## src/rtl/tcdm_interconnect_pkg.sv

```systemverilog
// Shared types for the TCDM interconnect slice.
// Holds the flush/quiesce sequencer state encoding.
package tcdm_interconnect_pkg;

  typedef enum logic [1:0] {
    IDLE  = 2'd0,
    DRAIN = 2'd1,
    DONE  = 2'd2
  } flush_state_e;

endpackage

```

## src/rtl/credit_counter.sv

```systemverilog
// Per-lane in-flight credit counter with request gating.
// pend_q keeps a presented request valid until it is accepted.
module credit_counter #(
  parameter int unsigned MaxOutstanding = 8,
  parameter bit          AxiVldRdy      = 1'b1,
  parameter int unsigned CntWidth       = $clog2(MaxOutstanding + 1)
) (
  input  logic                clk_i,
  input  logic                rst_i,
  input  logic                block_i,
  input  logic                req_valid_i,
  input  logic                req_ready_i,
  input  logic                resp_hs_i,
  output logic                net_valid_o,
  output logic                ini_ready_o,
  output logic                pend_o,
  output logic                zero_d_o,
  output logic [CntWidth-1:0] cnt_o
);

  localparam logic [CntWidth-1:0] CntMax = CntWidth'(MaxOutstanding);

  logic [CntWidth-1:0] cnt_q, cnt_d;
  logic                pend_q, pend_d;
  logic                allow;
  logic                inc;

  assign allow       = ((cnt_q < CntMax) & ~block_i) | pend_q;
  assign net_valid_o = req_valid_i & allow;
  assign ini_ready_o = req_ready_i & allow;
  assign inc         = net_valid_o & req_ready_i;
  assign pend_d      = AxiVldRdy & net_valid_o & ~req_ready_i;

  // A response with no credit outstanding saturates at zero.
  always_comb begin
    cnt_d = cnt_q;
    unique case ({inc, resp_hs_i})
      2'b10:   cnt_d = cnt_q + 1'b1;
      2'b01:   if (cnt_q != '0) cnt_d = cnt_q - 1'b1;
      default: cnt_d = cnt_q;
    endcase
  end

  always_ff @(posedge clk_i or posedge rst_i) begin
    if (rst_i) begin
      cnt_q  <= '0;
      pend_q <= 1'b0;
    end else begin
      cnt_q  <= cnt_d;
      pend_q <= pend_d;
    end
  end

  always @(posedge clk_i) begin
    if (!rst_i)
      assert (!(resp_hs_i && cnt_q == '0))
        else $warning("credit_counter: response without credit");
  end

  assign cnt_o    = cnt_q;
  assign pend_o   = pend_q;
  assign zero_d_o = (cnt_d == '0);

endmodule

```

## src/rtl/variable_latency_credit_ctrl.sv

```systemverilog
// Outstanding-request limiter and flush sequencer in front of
// the variable-latency interconnect; handshakes only.
module variable_latency_credit_ctrl
  import tcdm_interconnect_pkg::*;
#(
  parameter int unsigned NumIn          = 32,
  parameter int unsigned MaxOutstanding = 8,
  parameter bit          AxiVldRdy      = 1'b1,
  parameter int unsigned CntWidth       = $clog2(MaxOutstanding + 1)
) (
  input  logic                           clk_i,
  input  logic                           rst_i,
  input  logic                           flush_i,
  output logic                           flush_done_o,
  output logic                           idle_o,
  input  logic [NumIn-1:0]               ini_req_valid_i,
  output logic [NumIn-1:0]               ini_req_ready_o,
  output logic [NumIn-1:0]               net_req_valid_o,
  input  logic [NumIn-1:0]               net_req_ready_i,
  input  logic [NumIn-1:0]               net_resp_valid_i,
  output logic [NumIn-1:0]               net_resp_ready_o,
  output logic [NumIn-1:0]               ini_resp_valid_o,
  input  logic [NumIn-1:0]               ini_resp_ready_i,
  output logic [NumIn-1:0][CntWidth-1:0] outstanding_o
);

  flush_state_e state_q, state_d;

  logic [NumIn-1:0] pend;
  logic [NumIn-1:0] zero;
  logic [NumIn-1:0] zero_d;
  logic [NumIn-1:0] resp_hs;
  logic             block;
  logic             drained;
  logic             idle_q;

  assign ini_resp_valid_o = net_resp_valid_i;
  assign net_resp_ready_o = ini_resp_ready_i;
  assign resp_hs          = net_resp_valid_i & ini_resp_ready_i;
  assign block            = (state_q != IDLE);

  for (genvar i = 0; i < NumIn; i++) begin : g_lane
    credit_counter #(
      .MaxOutstanding(MaxOutstanding),
      .AxiVldRdy     (AxiVldRdy),
      .CntWidth      (CntWidth)
    ) u_cnt (
      .clk_i      (clk_i),
      .rst_i      (rst_i),
      .block_i    (block),
      .req_valid_i(ini_req_valid_i[i]),
      .req_ready_i(net_req_ready_i[i]),
      .resp_hs_i  (resp_hs[i]),
      .net_valid_o(net_req_valid_o[i]),
      .ini_ready_o(ini_req_ready_o[i]),
      .pend_o     (pend[i]),
      .zero_d_o   (zero_d[i]),
      .cnt_o      (outstanding_o[i])
    );
    assign zero[i] = (outstanding_o[i] == '0);
  end

  assign drained = (&zero) & ~(|pend);

  always_comb begin
    state_d = state_q;
    unique case (state_q)
      IDLE:    if (flush_i) state_d = DRAIN;
      DRAIN:   if (!flush_i) state_d = IDLE;
               else if (drained) state_d = DONE;
      DONE:    if (!flush_i) state_d = IDLE;
      default: state_d = IDLE;
    endcase
  end

  always_ff @(posedge clk_i or posedge rst_i) begin
    if (rst_i) begin
      state_q <= IDLE;
      idle_q  <= 1'b1;
    end else begin
      state_q <= state_d;
      idle_q  <= &zero_d;
    end
  end

  assign flush_done_o = (state_q == DONE) & flush_i;
  assign idle_o       = idle_q;

endmodule

```

## config.mk

```make
export PLATFORM = sky130hd
export DESIGN_NAME = variable_latency_credit_ctrl
export DESIGN_NICKNAME = d
export VERILOG_FILES = /design/src/rtl/tcdm_interconnect_pkg.sv /design/src/rtl/credit_counter.sv /design/src/rtl/variable_latency_credit_ctrl.sv
export SDC_FILE = /design/constraint.sdc
export NUM_CORES = 1
export LEC_CHECK = 0
export BUFFER_PORTS_ARGS = -buffer_cell sky130_fd_sc_hd__buf_2
export CORE_MARGIN = 4
export CORE_UTILIZATION = 30
export CTS_CLUSTER_DIAMETER = 60
export CTS_CLUSTER_SIZE = 12
export DETAILED_ROUTE_END_ITERATION = 12
export HOLD_SLACK_MARGIN = 0.03
export PLACE_DENSITY_LB_ADDON = 0.12
export SETUP_SLACK_MARGIN = 0.1
export SLEW_MARGIN = 10
export SYNTH_ARGS = -nofsm -noshare
export SYNTH_HDL_FRONTEND = slang
export SYNTH_SLANG_ARGS = --single-unit
```

## constraint.sdc

```tcl
create_clock -name clk_i -period 6.27 [get_ports clk_i]
set_input_delay 1.254 -clock clk_i [delete_from_list [all_inputs] [get_ports clk_i]]
set_output_delay 1.254 -clock clk_i [all_outputs]
set_load 0.03 [all_outputs]
```

# After elaboration in Yosys (flattened, before gate mapping)

Cells that the tools add are included.

Add/subtract/negate cells: 64
$mul: 0
Div/mod/pow operators: 0
Magnitude comparators: 32
Eq/ne operators: 69
Shift operators: 0
Multiplexer cells: 69
Bitwise operators: 229
Reduce and logical (&&, ||, !) cells: 102

Operators by type and width:

| cell                  | count |
|---|---|
| $logic_not A4 Y1      | 64 |
| $pmux W4 S2           | 32 |
| $and A1 B1 Y1         | 162 |
| $add A4 B1 Y4 const B | 32 |
| $lt A4 B4 Y1 const B  | 32 |
| $mux W4               | 32 |
| $reduce_bool A4 Y1    | 32 |
| $sub A4 B1 Y4 const B | 32 |
| $eq A2 B1 Y1 const B  | 33 |
| $eq A2 B2 Y1 const B  | 33 |
| $reduce_and A32 Y1    | 2 |
| $not A1 Y1            | 34 |
| $and A32 B32 Y32      | 1 |
| $or A1 B1 Y1          | 32 |
| $reduce_or A32 Y1     | 1 |
| $mux W2               | 4 |
| $pmux W2 S3           | 1 |
| $ne A2 B2 Y1 const B  | 2 |
| $ne A3 B3 Y1 const B  | 1 |
| $reduce_and A3 Y1     | 1 |
| $logic_not A2 Y1      | 1 |
| $reduce_bool A2 Y1    | 1 |

Register bits after elaboration: 163
Bits in latches: 0
Memory bits (writable): 0
ROM bits: 0
Input bits: 131
Output and inout bits: 258
Word-level logic and storage cells: 631
Memories kept: 0

# Depth between registers and ports, before layout

Gate-level depths: netlist (run 1).

Depth after elaboration: 10
Mapped depth: 17
Mapped depth without buffers: 14

# Cells and area by module

A second synthesis (run 1) with hierarchy kept.

Cells, all modules: 1676
Area total of the unflattened synthesis: 14441.4 µm²

By module, submodules not included:

| module                       | times used | cells an instance | area an instance (µm²) | sequential area each (µm²) |
|---|---|---|---|---|
| credit_counter               | 32         | 47                | 412.9                  | 125.1 |
| variable_latency_credit_ctrl | 1          | 172               | 1228.7                 | 76.3 |

# Least setup slack after synthesis (run 1)

OpenSTA, ideal clock, no wires.

Path type: input-to-reg
Start: input ini_req_valid_i[10]
End: register idle_q (netlist: idle_o)
Setup time: 0.063 ns
Data arrival time: 3.847 ns
Data required time: 6.207 ns
Setup slack: 2.360 ns
Stages: 12
Buffers on the path: 1
Cell sequence: nor2b_1 -> and2_1 -> inv_1 -> ha_1 -> buf_4 -> nor2_1 -> mux2_4 -> a221o_1 -> or4_1 -> or4_1 -> nor4b_2 -> and4_1

Longest elaborated chain between the ends: 6
Elaborated cells between the ends (all ways): 7
Classes of those cells: eq/ne (2); mux (1); bitwise (2); reduce/logical (2)

RTL lines:

| what                                                | line                               | source |
|---|---|---|
| start: declaration                                  | variable_latency_credit_ctrl.sv:16 | `input logic [NumIn-1:0] ini_req_valid_i,` |
| $and A1 B1 Y1 (*)                                   | credit_counter.sv:29               | `assign net_valid_o = req_valid_i & allow;` |
| $and A1 B1 Y1 (*)                                   | credit_counter.sv:31               | `assign inc = net_valid_o & req_ready_i;` |
| $eq A2 B1 Y1 / $eq A2 B2 Y1 (equally long branches) | credit_counter.sv:37               | `unique case ({inc, resp_hs_i})` |
| $pmux W4 S2 (*)                                     | credit_counter.sv:37               |  |
| net g_lane[10].u_cnt.cnt_d[3]                       | credit_counter.sv:23               | `logic [CntWidth-1:0] cnt_q, cnt_d;` |
| $logic_not A4 Y1 (*)                                | credit_counter.sv:62               | `assign zero_d_o = (cnt_d == '0);` |
| $reduce_and A32 Y1 (*)                              | variable_latency_credit_ctrl.sv:82 | `idle_q <= &zero_d;` |
| end signal: assignment                              | variable_latency_credit_ctrl.sv:82 |  |
| end: declaration                                    | variable_latency_credit_ctrl.sv:35 | `logic idle_q;` |

Mark *: on every way through the listed nets, which the timed path passes. The rest lies on a longest branch.
A chain may end at the register's enable or synchronous reset.

# Final worst setup path (run 1)

Start: register state_q[1]
End: register idle_q (netlist: idle_o)

Longest elaborated chain between the ends: 10
Elaborated cells between the ends (all ways): 259
Classes of those cells: eq/ne (64); mux (32); bitwise (129); reduce/logical (34)

RTL lines:

| what                                                | line                               | source |
|---|---|---|
| start: declaration                                  | variable_latency_credit_ctrl.sv:27 | `flush_state_e state_q, state_d;` |
| start signal: assignment                            | variable_latency_credit_ctrl.sv:81 | `state_q <= state_d;` |
| $reduce_bool A2 Y1 (*)                              | variable_latency_credit_ctrl.sv:40 | `assign block = (state_q != IDLE);` |
| $not A1 Y1 (*)                                      | credit_counter.sv:28               | `assign allow = ((cnt_q < CntMax) & ~block_i) \| pend_q;` |
| $and A1 B1 Y1 (*)                                   | credit_counter.sv:28               |  |
| $or A1 B1 Y1 (*)                                    | credit_counter.sv:28               |  |
| $and A1 B1 Y1 (*)                                   | credit_counter.sv:29               |  |
| $and A1 B1 Y1 (*)                                   | credit_counter.sv:31               |  |
| $eq A2 B1 Y1 / $eq A2 B2 Y1 (equally long branches) | credit_counter.sv:37               |  |
| $pmux W4 S2 (*)                                     | credit_counter.sv:37               |  |
| net g_lane[10].u_cnt.cnt_d[3]                       | credit_counter.sv:23               |  |
| $logic_not A4 Y1 (*)                                | credit_counter.sv:62               |  |
| $reduce_and A32 Y1 (*)                              | variable_latency_credit_ctrl.sv:82 |  |

Marked as above.

==> flow_summary.ini, run 1 <==
[outcome]
outcome = completed

[worst_hold_path]
min_from = state_q[1]$_DFFE_PP0P_
min_path_cells = 2
min_to = state_q[0]$_DFFE_PP0P_
hold_path_class = reg2reg

[routing]
drt-initial-drc-count = 770
routed-wl-met2_mm = 23.0
wl_per_cell_um = 19.1
vias = 12900
highest_layer = met4
drc = 0
ant_nets = 0
wl_mm = 48.7
firstDrtPassIters = 8
viasPerCell = 5.07
dr_wl_met3_mm = 2.36
routedLengthMet1_mm = 22.3

[timing]
fin_hold_ws_ns = 0.559
worst_slack_ns = 1.98
relSlewSlack_pct = 32.0
skew_ns = 0.0136
fin_crit_ns = 4.29
max_freq_mhz = 233
final_hold_viol_count = 0
grt_setup_unrepaired = false
final_max_slew_viol_count = 0
setup_viol_count_final = 0
max_slew.worst_pin.slew_ns = 1.01
setup_tns_ns = 0
fin_crit_sh_pct = 68.5

[die]
io_pins = 389
die-area_mm2 = 0.0504
core-area_mm2 = 0.0465
initial_core_util_pct = 30.3
rows = 79
die_y_um = 224
die_x_um = 224

[power_and_ir_drop]
p_leak_nw = 7.83
p_per_area_mw_per_mm2 = 399
irDropWorstVdd_uv = 167

[placement]
port_buffers = 388
hpwl_mm = 39.2
gp_congestion = 0.837
pre_cts_slack_ns = 1.88
post_dp_cell_area_mm2 = 0.0157

[cts]
cts-hold-fix-buffers = 0
clock_latency_ns = 0.49
cts.clk_slew.worst_paths_ns = 0.07
post_cts_resize_count = 0
cts-buffers-inserted = 17
cts_root_buf = clkbuf_16
cts_tree = yes
htreeDepth = 4
cts_max_path_buffers = 2
cts_setup_buffers = 0
cts_sinks = 163

[yosys]
async_reset_ff_share_pct = 100
syn-cell-area_mm2 = 0.0141
yosysTopAreaCellShare_pct = 28.8
synth_edf_count = 0
synth_most_common_cell = inv_1
synth_fa_ha_area_share_pct = 11.4
yosys.area_share.simple_pct = 28.3
syn_area_per_cell_um2 = 8.41
synth-compound-area-share_pct = 17.0
seq_area_frac_synth_pct = 29.0
synth.area.mux_share_pct = 2.11
yosys.area.top_type = dfrtp_1
netlist_instances = 1672
synth_top_family_by_area = simple AND/OR/NAND/NOR gates
yosys_warnings = 0
syn_nets = 1931
ys.flop_type = dfrtp_1
synthTopCellsByArea = dfrtp_1 29%, ha_1 11%, nor2b_1 7.3%
netlist_top_cells_count = 172 x inv_1, 165 x nor2b_1, 162 x dfrtp_1
ys_seq_elements = 163
synth.distinct_cells = 67
yosys.area_share.xor_xnor_pct = 0

[global_route]
grt_usage_pct = 18.8
grt_max_degree = 112
grt_pass1_vias = 12100
antenna_found_initial = 3
overflow = 0
grt_first_pass_wirelength_mm = 72.6

[worst_setup_path]
setup.worst_path.end_class = register
r2r_slack_ns = 1.98
worst_r2r_endpoint = idle_o$_DFF_PP1_
startpoint_type = register
r2r_cells = 15
regToRegStartpoint = state_q[1]$_DFFE_PP0P_
arrival_ns = 4.72
worstSetupPathType = reg2reg
crit_fanout = 16
crit_required_ns = 6.69

[final_layout]
drive_above_1_share_pct = 24.9
fin_area_mm2 = 0.0163
nets = 2186
n_antenna_cell = 0
syn_to_final_growth_pct = 15.7

[flow_run]
max_cap_violations = 0
worst max-delay path: stages (launching register included):
cell     delay [ns]
dfrtp_1        0.38
or2_2          0.45
buf_4          0.30
nor2_1         0.12
nor2_1         0.06
nor2b_1        0.15
and2_1         0.17
inv_1          0.05
ha_1           0.42
nor2_1         0.07
mux2_4         0.27
a221o_1        0.32
or4_1          0.50
or4_1          0.45
nor4b_2        0.29
and4_1         0.23
final cells by class:
| cell class | instances | area [µm²] |
|---|---|---|
| Tap cell | 607 | 759 |
| Inverter | 172 | 653 |
| Clock buffer | 17 | 425 |
| Clock inverter | 15 | 113 |
| Sequential cell | 163 | 4080 |
| Fill cell | 4880 | 30200 |
| Multi-Input combinational cell | 1182 | 8260 |
| Timing Repair Buffer | 391 | 1960 |
where the power goes:
part           switching (mW)  leakage (nW)  internal [mW]
clock network           0.512         0.248          0.506
logic                    2.34          5.39           1.28
registers               0.528          2.20           1.31
cell families (layout without fill, tap and decap cells):
logic type | after synthesis | count (layout)
flops | 163 | 163
mux | 27 | 27
fa+ha+maj | 128 | 128
compound gates | 338 | 338
buf+inv | 327 | 595
simple gates | 689 | 689
sequential cells by signal, summed over array words and instances, names as in the netlist:
| register | flops |
|---|---|
| g_lane.u_cnt.cnt_o | 128 |
| g_lane.u_cnt.pend_o | 32 |
| state_q | 2 |
| idle_o | 1 |
routing by layer:
layer / up-vias / global-route usage (%)
met4: 0 / 5.67
met5: - / 0
met2: 299 / 30.6
met1: 6249 / 24.8
met3: 41 / 4.45
li1: 6320 / -
worst max path at each step:
| stage | startpoint | slack, ns | depth (start not counted) | endpoint |
|---|---|---|---|---|
| 2_1_floorplan | rst_i | 0.61 | 1 | g_lane[0].u_cnt.cnt_o[0]$_DFF_PP0_ |
| 3_3_place_gp | ini_req_valid_i[11] | 1.89 | 12 | idle_o$_DFF_PP1_ |
| 3_5_place_dp | ini_req_valid_i[11] | 1.88 | 12 | idle_o$_DFF_PP1_ |
| 4_1_cts | state_q[1]$_DFFE_PP0P_ | 1.91 | 15 | idle_o$_DFF_PP1_ |
| 5_1_grt | state_q[1]$_DFFE_PP0P_ | 1.62 | 15 | idle_o$_DFF_PP1_ |
| 6_report | state_q[1]$_DFFE_PP0P_ | 1.98 | 15 | idle_o$_DFF_PP1_ |
cells in the final DEF, fill, tap and decap left out, types with 32 or more instances in the layout:
cell type  count
nor2b_1      165
and2_1        65
ha_1         128
dfrtp_1      162
nor4_1        32
nor3_1        46
o21ai_0       45
nor3b_1       36
buf_2        388
a21oi_1       75
inv_1        171
nor2_1       131
o31ai_1       46
nand2_1       45
nand3_1       45
per-stage QoR:
step	power (mW)	cells	utilization, %
floorplan	4.30	1672	-
global placement	5.48	2515	33.8
detailed placement	5.50	2515	33.8
CTS	6.57	2547	35.0
global route	6.98	2547	35.0
finish	6.48	2547	35.0
Note: power is estimated with default switching activity, not from simulation.
==> run 2, diff against run 1 <==
clock period = 4.45 ns   (was 6.27 ns; I/O delays follow)
==> run 2 against run 1 <==
Final cell count grew 0.35%. Register-to-register slack lost 1.5 ns. Critical endpoint unchanged. Global-route usage increased by 0.36 points. Setup slack worse by 1.5 ns. Highest routed layer is now met5. Final area up 1.3%. Clock skew decreased by 0.0069 ns. Critical path depth is 1 lower. Power up 47%. Combinational power rose by 44%.
==> flow_summary.ini, run 2 (synthesis results as in run 1) <==
[die]
initial_core_util_pct = 30.3
io_pins = 389
die-area_mm2 = 0.0504
core-area_mm2 = 0.0465
die_y_um = 224
rows = 79
die_x_um = 224

[timing]
max_slew.worst_pin.slew_ns = 1.05
final_max_slew_viol_count = 0
skew_ns = 0.00665
grt_setup_unrepaired = false
final_hold_viol_count = 0
setup_tns_ns = 0
fin_crit_sh_pct = 89.6
setup_viol_count_final = 0
max_freq_mhz = 251
relSlewSlack_pct = 30.1
fin_crit_ns = 3.99

[global_route]
overflow = 0
antenna_found_initial = 3
grt_usage_pct = 19.1
grt_max_degree = 82
grt_pass1_vias = 12400
grt_first_pass_wirelength_mm = 74.0

[worst_setup_path]
cpMostUsedCell = nor2_1
arrival_ns = 4.41
worst_r2r_endpoint = idle_o$_DFF_PP1_
regToRegStartpoint = state_q[1]$_DFFE_PP0P_
crit_required_ns = 4.88
crit_path_end = idle_o$_DFF_PP1_
critPathSlowestCell = or4_1
cp_cell_sequence = or2_2, nor2_1, nor2_1, nor2b_1, and2_1, inv_1, ha_1, nor2_1, mux2_4, a221o_1, or4_1, or4_1, nor4b_2, and4_1
r2r_slack_ns = 0.46
setup.worst_path.end_class = register
cp-startpoint = state_q[1]$_DFFE_PP0P_
r2r_cells = 14
startpoint_type = register
crit_fanout = 9
cpPeakStageDelay_ns = 0.49
worstSetupPathType = reg2reg

[cts]
cts-buffers-inserted = 17
cts_sinks = 163
cts_tree = yes
cts_max_path_buffers = 2
post_cts_resize_count = 0
htreeDepth = 4
cts.clk_slew.worst_paths_ns = 0.07
cts-hold-fix-buffers = 0
clock_latency_ns = 0.48
cts_setup_buffers = 0
cts_root_buf = clkbuf_16

[final_layout]
nets = 2195
layout_common_cells = 388 x buf_2, 171 x inv_1, 165 x nor2b_1
layout_commonest_cell = buf_2
post-route-util_pct = 35.5
drive_above_1_share_pct = 25.4
largest_reg_flops = 128
fillers = 4843
syn_to_final_growth_pct = 17.2
n_antenna_cell = 0

[outcome]
outcome = completed

[routing]
wl_mm = 49.4
drt-initial-drc-count = 962
ant_nets = 0
drc = 0
firstDrtPassIters = 5
viasPerCell = 5.08
wl_per_cell_um = 19.3
vias = 13000

[power_and_ir_drop]
p_sw_mw = 4.79
switching_share_pct = 50.4
finalPower_mw = 9.52
p_comb_share_pct = 54.8
p_seq_share_pct = 27.2
p_int_mw = 4.72
clkPwrFrac_pct = 18.0
p_per_area_mw_per_mm2 = 578
p_leak_nw = 7.94
irDropWorstVdd_uv = 243

[worst_hold_path]
hold_path_class = reg2reg

[placement]
port_buffers = 388
gp_congestion = 0.851
hpwl_mm = 39.8

[flow_run]
max_cap_violations = 0
[run 2: cell types whose count changed in the layout (fill, tap and decap cells not counted), sizes merged]
cell      change
buf           +9
bufinv        +5
clkinv        -4
inv           -3
clkbuf        +1
clkinvlp      +1
[run 2: power by group through the flow]
stage | Clock [mW] | Sequential, mW | Combinational [mW]
6_report | 1.71 | 2.59 | 5.22
5_1_grt | 1.83 | 2.68 | 5.70
4_1_cts | 1.77 | 2.58 | 5.26
3_5_place_dp | 0 | 2.60 | 5.24
3_3_place_gp | 0 | 2.61 | 5.21
2_1_floorplan | 0 | 3.06 | 2.99
[run 2: critical path, delay by kind of cell, from the launching register on]
family / cells / cell delay [ns]
AND/OR/NAND/NOR: 10 / 2.51
adder cells (fa/ha/maj): 1 / 0.41
flip-flops: 1 / 0.38
AO/OA/AOI/OAI: 1 / 0.31
multiplexers: 1 / 0.27
buffers and inverters: 1 / 0.05
[run 2: area by class of cell]
type                       instances  area [µm²]  share of cell area, %
sequential                       163        4080                   24.8
tap                              607         759                   4.61
inverter                         172         649                   3.94
clock inverter                    14         210                   1.28
clock buffer                      18         439                   2.67
timing repair buffer             400        2060                   12.5
multi-input combinational       1182        8280                   50.3
[run 2: worst min path at each step]
| stage | start | to | cells after the start |
|---|---|---|---|
| after global routing | net_req_ready_i[6] | g_lane[6].u_cnt.pend_o$_DFF_PP0_ | 2 |
| final | state_q[1]$_DFFE_PP0P_ | state_q[0]$_DFFE_PP0P_ | 2 |
| after floorplan | state_q[1]$_DFFE_PP0P_ | state_q[0]$_DFFE_PP0P_ | 2 |
| after CTS | net_req_ready_i[3] | g_lane[3].u_cnt.pend_o$_DFF_PP0_ | 2 |
| after global placement | state_q[1]$_DFFE_PP0P_ | state_q[0]$_DFFE_PP0P_ | 2 |
| after detailed placement | state_q[1]$_DFFE_PP0P_ | state_q[0]$_DFFE_PP0P_ | 2 |
[run 2: through the flow]
stage | std cells | instance area (µm²) | setup slack (ns) | hold WS, ns
floorplan | 1672 | 14100 | 0.701 | 0.515
global route | 2556 | 16500 | 0.125 | 0.534
finish | 2556 | 16500 | 0.464 | 0.564
global placement | 2524 | 15800 | 0.343 | 0.530
detailed placement | 2524 | 15800 | 0.283 | 0.550
CTS | 2556 | 16500 | 0.260 | 0.526
[run 2: routing by layer]
metal / up-vias / track usage [%] / share of wire [%]
met5: - / 0 / 0.059
met4: 4 / 6.30 / 2.7
met3: 55 / 5.09 / 5.5
met2: 329 / 30.5 / 47
met1: 6277 / 25.3 / 45
li1: 6331 / - / -
